`config.mk`:
```
export PLATFORM = sky130hd
export DESIGN_NAME = uart_tx
export DESIGN_NICKNAME = d
export VERILOG_FILES = /design/src/rtl/uart_tx.sv
export SDC_FILE = /design/constraint.sdc
export NUM_CORES = 1
export LEC_CHECK = 0
export CAP_MARGIN = 20
export CORE_ASPECT_RATIO = 2
export CORE_UTILIZATION = 45
export CTS_BUF_LIST = sky130_fd_sc_hd__clkbuf_4 sky130_fd_sc_hd__clkbuf_8 sky130_fd_sc_hd__clkbuf_16
export CTS_CLUSTER_SIZE = 40
export DETAILED_ROUTE_END_ITERATION = 8
export GPL_ROUTABILITY_DRIVEN = 0
export PLACE_DENSITY = 0.71
export SYNTH_ARGS = -nofsm -noshare
export SYNTH_HDL_FRONTEND = slang
export SYNTH_SLANG_ARGS = --single-unit
```
`constraint.sdc`:
```
create_clock -name clk -period 2.75 [get_ports clk]
set_input_delay 0.275 -clock clk [delete_from_list [all_inputs] [get_ports clk]]
set_output_delay 0.275 -clock clk [all_outputs]
set_load 0.02 [all_outputs]
```
`src/rtl/uart_tx.sv`:
```
// 8N1 UART transmitter that pulls bytes from a registered-output FIFO.
// One frame per pop: IDLE -> FETCH -> START -> DATA x8 -> STOP -> IDLE.
module uart_tx #(
    parameter int CLKS_PER_BIT = 868
) (
    input  logic       clk,
    input  logic       rst_n,
    input  logic       tx_en,
    input  logic [7:0] fifo_rdata,
    input  logic       fifo_empty,
    output logic       fifo_rd,
    output logic       tx,
    output logic       busy,
    output logic       tx_done
);

    localparam int CW = (CLKS_PER_BIT > 1) ? $clog2(CLKS_PER_BIT) : 1;
    localparam logic [CW-1:0] BAUD_LAST = CW'(CLKS_PER_BIT - 1);

    typedef enum logic [2:0] {
        IDLE  = 3'd0,
        FETCH = 3'd1,
        START = 3'd2,
        DATA  = 3'd3,
        STOP  = 3'd4
    } state_e;

    state_e          state_q, state_d;
    logic [CW-1:0]   baud_q, baud_d;
    logic [2:0]      bit_q, bit_d;
    logic [7:0]      shift_q, shift_d;
    logic            tx_q, tx_d;
    logic            done_q, done_d;
    logic            baud_end;

    assign baud_end = (baud_q == BAUD_LAST);

    // Gated by rst_n so no pop can be requested while the block is held in reset.
    assign fifo_rd = rst_n & (state_q == IDLE) & tx_en & ~fifo_empty;
    assign busy    = (state_q != IDLE);
    assign tx      = tx_q;
    assign tx_done = done_q;

    always_comb begin
        state_d = state_q;
        baud_d  = baud_q;
        bit_d   = bit_q;
        shift_d = shift_q;
        tx_d    = tx_q;
        done_d  = 1'b0;
        case (state_q)
            IDLE: begin
                tx_d   = 1'b1;
                baud_d = '0;
                bit_d  = 3'd0;
                if (fifo_rd) state_d = FETCH;
            end
            FETCH: begin
                // FIFO data is valid now, one cycle after the pop.
                shift_d = fifo_rdata;
                tx_d    = 1'b0;
                baud_d  = '0;
                state_d = START;
            end
            START: begin
                if (baud_end) begin
                    baud_d  = '0;
                    bit_d   = 3'd0;
                    tx_d    = shift_q[0];
                    state_d = DATA;
                end else begin
                    baud_d = baud_q + CW'(1);
                end
            end
            DATA: begin
                if (baud_end) begin
                    baud_d = '0;
                    if (bit_q == 3'd7) begin
                        tx_d    = 1'b1;
                        state_d = STOP;
                    end else begin
                        bit_d   = bit_q + 3'd1;
                        shift_d = {1'b0, shift_q[7:1]};
                        tx_d    = shift_q[1];
                    end
                end else begin
                    baud_d = baud_q + CW'(1);
                end
            end
            STOP: begin
                if (baud_end) begin
                    baud_d  = '0;
                    done_d  = 1'b1;
                    state_d = IDLE;
                end else begin
                    baud_d = baud_q + CW'(1);
                end
            end
            default: begin
                tx_d    = 1'b1;
                baud_d  = '0;
                bit_d   = 3'd0;
                state_d = IDLE;
            end
        endcase
    end

    // tx resets high asynchronously so an aborted frame releases the line at once.
    always_ff @(posedge clk or negedge rst_n) begin
        if (!rst_n) begin
            state_q <= IDLE;
            baud_q  <= '0;
            bit_q   <= 3'd0;
            shift_q <= 8'd0;
            tx_q    <= 1'b1;
            done_q  <= 1'b0;
        end else begin
            state_q <= state_d;
            baud_q  <= baud_d;
            bit_q   <= bit_d;
            shift_q <= shift_d;
            tx_q    <= tx_d;
            done_q  <= done_d;
        end
    end

endmodule

```
Word level (Yosys, flattened, before mapping)
Cells that the tools add are included.

storage, ports and cells
  logic and storage cells = 55
  bits in read-only memories = 0
  input bits = 12
  output and inout port bits = 4
  memory bits (writable) = 0
  memories kept = 0
  latch bits = 0
  register bits = 26

cells by class
  div/mod/pow operators = 0
  bitwise operators = 6
  equal/unequal tests = 12
  multiplexer cells = 20
  magnitude comparators = 0
  add/sub/neg operators = 2
  reductions and logical operators = 9
  multipliers = 0
  shift operators = 0

operators by type and width
  cell                     number
  $mux W3                  7
  $mux W10                 2
  $mux W8                  2
  $pmux W8 S2              1
  $pmux W3 S5              1
  $ne A2 B2 Y1 const B     6
  $add A10 B1 Y10 const B  1
  $eq A10 B10 Y1 const B   1
  $pmux W3 S3              1
  $eq A3 B2 Y1 const B     2
  $eq A3 B3 Y1 const B     2
  $reduce_and A3 Y1        2
  $mux W1                  5
  $reduce_and A5 Y1        1
  $pmux W1 S4              1
  $reduce_and A4 Y1        1
  $add A3 B1 Y3 const B    1
  $and A1 B1 Y1            3
  $eq A3 B1 Y1 const B     1
  $logic_not A3 Y1         1
  $not A1 Y1               3
  $reduce_bool A3 Y1       1
  $reduce_or A3 Y1         1
  $reduce_bool A2 Y1       1
  $reduce_or A2 Y1         1

Depth between registers and ports, before layout
  word-level depth = 6
  gate-level depth with buffers = 6
  gate-level depth less buffers = 6

Least setup slack after synthesis
No wires, ideal clock.

  path kind = reg2reg
  start = register bit_q[0]
  end = register shift_q[0]
  buffers on the path = 1
  arrival = 1.640 ns
  required time = 2.625 ns
  stages on the path, launching flop included = 7
  setup time = 0.125 ns
  clock period less this slack = 1.764 ns
  slack = 0.986 ns
  cell sequence = dfrtp_1 ha_1 ha_1 o41ai_1 nand2b_1 buf_2 mux2_2

on the way
  cells in the longest elaborated chain, start to end = 3

RTL lines
  item                         line  text
  start: declaration           30    logic [2:0] bit_q, bit_d;
  start signal: assignment     120   bit_q <= bit_d;
  $eq A3 B3 Y1                 78    if (bit_q == 3'd7) begin
  $ne A2 B2 Y1 (no line)       --
  $reduce_and A3 Y1 (no line)  --
  end signal: assignment       121   shift_q <= shift_d;
  end: declaration             31    logic [7:0] shift_q, shift_d;

No other way between the ends.
A chain may end at the register's enable or synchronous reset.

Final worst setup path
  start = register state_q[0]
  end = output port fifo_rd

on the way
  cells in the longest elaborated chain, start to end = 4

RTL lines
  item                         line  text
  start: declaration           28    state_e state_q, state_d;
  start signal: assignment     118   state_q <= state_d;
  $logic_not A3 Y1             39    assign fifo_rd = rst_n & (state_q == IDLE) & tx_en & ~fifo_empty;
  $and A1 B1 Y1 (3 in series)  39
  end: declaration             11    output logic fifo_rd,

No other way between the ends.

==> flow_summary.ini <==
[floorplan]
die_y_um = 79.3
initial_core_util = 0.479
die-area_sq_mm = 0.00322
fp.dieW_um = 40.6
rows = 27
ios = 16
core_area_sq_mm = 0.00280

[yosys]
synth.most_common_cell = dfrtp_1
synth-edff-count = 0
syn_nets = 136
synth-seq-cells = 26
synthTopCellsByArea = dfrtp_1 (47%), mux2_2 (13%), xnor2_1 (3.9%)
syn-cell-area_sq_mm = 0.00134
synth_largest_area_cell = dfrtp_1
synth_area_per_cell_sq_um = 11.1
yosysUniqueCellTypes = 39
synthCells = 121
async_flop_share = 1.00
ys_warn_count = 0
ys.flop_type = dfrtp_1
yosysSeqAreaShare = 0.485
synth_top_area_frac = 0.466
synth_common_cells = dfrtp_1 (25), mux2_2 (15), nor2_1 (12)

[detailed_routing]
first_pass_iters = 4
drt-wirelength-per-cell_um = 14.5
ant_nets = 0
drt_drc_violations_left = 0
drt_iter0_drc = 30
wl_um = 2400
vias = 968
routed_via_density = 5.87

[clocking]
numCtsBuffers = 3
cts-htree-levels = 1
post_cts_resized = 0
clock_tree.root_cell = clkbuf_8
clock_latency_ns = 0.27
clock-sinks = 26
cts_tree = built
clk_pin_slew_ns = 0.08
clock_path_buffers = 2
post-cts-setup-buffers = 0
ctsHoldBuffers = 0

[worst_setup_path]
cp-start-kind = flip-flop
path_class = flip-flop to output port
worst-endpoint-required_ns = 2.48
cp_max_fo = 13
worstSetupEndpointType = output port
cp.arrival_ns = 1.81

[pwr]
p_per_area_mw_per_mm2 = 775
leakage_nw = 0.678
ir_worst_vdd_uv = 465

[global_routing]
grt_max_degree = 27
antenna_found_initial = 0
grt_pass1_vias = 942
grt_pass1_wl_um = 3940
grt.overflow.total = 0
track_usage = 0.174

[timing]
post-route-min-period_ns = 2.09
min_period_over_period = 0.759
setup_violations = 0
slew_headroom = 0.714
slew_violations = 0
tightest_slew_ns = 0.426
final-hold-violation-count = 0
rsz0062_at_grt = no
finClkSkew_ns = 0.00182
fmax_ghz = 0.479
tns_ns = 0

[cells_and_area]
area_growth_pct = 15.5
layout-drive-gt1-share = 0.191
fin_area_sq_mm = 0.00155
fillers = 258
nets = 152
n_antenna_cell = 0

[run]
drv_cap = 0

[outcome]
run_status = completed

[placed_design]
io_buffers = 15
placed_area_sq_mm = 0.00150
post-dp-hpwl_um = 1830

[min_path]
hp-class = primary input to async pin
final timing paths:
path	start	end	slack, ns	cells after the start
setup / recovery	state_q[0]	fifo_rd	0.66	3
hold / removal	rst_n	state_q[2]	0.42	2
setup reg to reg	baud_q[4]	state_q[0]	0.74	4
hold reg to reg	baud_q[0]	baud_q[0]	0.50	1
max in group asynchronous	rst_n	tx	2.04	2
min in group clk	baud_q[0]	baud_q[0]	0.50	1
kinds of logic after synthesis:
| kind of cell | share of synthesized area |
|---|---|
| simple gates | 0.195 |
| compound gates | 0.0596 |
| mux | 0.144 |
| xor+xnor | 0.0521 |
| flops | 0.485 |
| fa+ha+maj | 0.0279 |
| buf+inv | 0.0363 |
metrics by stage:
stage	utilization	hold slack [ns]	total power [mW]	instances	setup WS, ns
after global placement	0.536	0.470	0.968	161	0.751
after CTS	0.554	0.436	1.22	165	0.646
final	0.554	0.419	1.20	165	0.662
after floorplan	-	-0.0206	0.880	121	0.986
after detailed placement	0.536	0.488	0.993	161	0.764
after global routing	0.554	0.466	1.29	165	0.553
flip-flops by register name (all words and copies together) (netlist names):
name / flops
baud_q: 10
shift_q: 8
tx_done: 1
bit_q: 3
tx: 1
state_q: 3
worst max-delay path, cell delays in order, from the launching register on:
cell and delay [ns]:
dfrtp_1 0.51, nand4bb_1 0.26, nor3_1 0.15, clkdlybuf4s50_1 0.63
metal layers:
| metal | track usage | up-vias | part of all wire |
|---|---|---|---|
| met3 | 0.0168 | 5 | 0.020 |
| met4 | 0.0800 | 0 | 0.021 |
| li1 | - | 458 | - |
| met5 | 0 | - | 0 |
| met1 | 0.201 | 491 | 0.39 |
| met2 | 0.298 | 14 | 0.57 |
power breakdown:
group	switching, mW	total, mW	leakage, nW	internal (mW)
clock network	0.114	0.227	0.0262	0.114
logic	0.161	0.367	0.324	0.206
registers	0.109	0.610	0.328	0.501
total	0.384	1.20	0.678	0.820
placed cells by master, fill, tap and decap left out, types with 2 or more instances in the layout:
cell / n
dfrtp_1: 25
mux2_2: 15
clkdlybuf4s50_1: 15
nor2_1: 12
xnor2_1: 6
nand3_1: 5
nor3_1: 5
nand2_1: 5
nand2b_1: 4
inv_1: 4
ha_1: 3
clkbuf_8: 3
or3_1: 2
xor2_1: 2
nor4_1: 2
nor3b_1: 2
a21oi_1: 2
a22o_1: 2
layout make-up:
type | count | area (sq um) | share of cell area
repair buffers | 16 | 158 | 0.102
inverters | 4 | 15.0 | 0.00967
flip-flops and latches | 26 | 652 | 0.420
well taps | 29 | 36.3 | 0.0234
multi-input cells | 86 | 643 | 0.414
clock buffers | 4 | 48.8 | 0.0314
(Power assumes the default switching activity.)
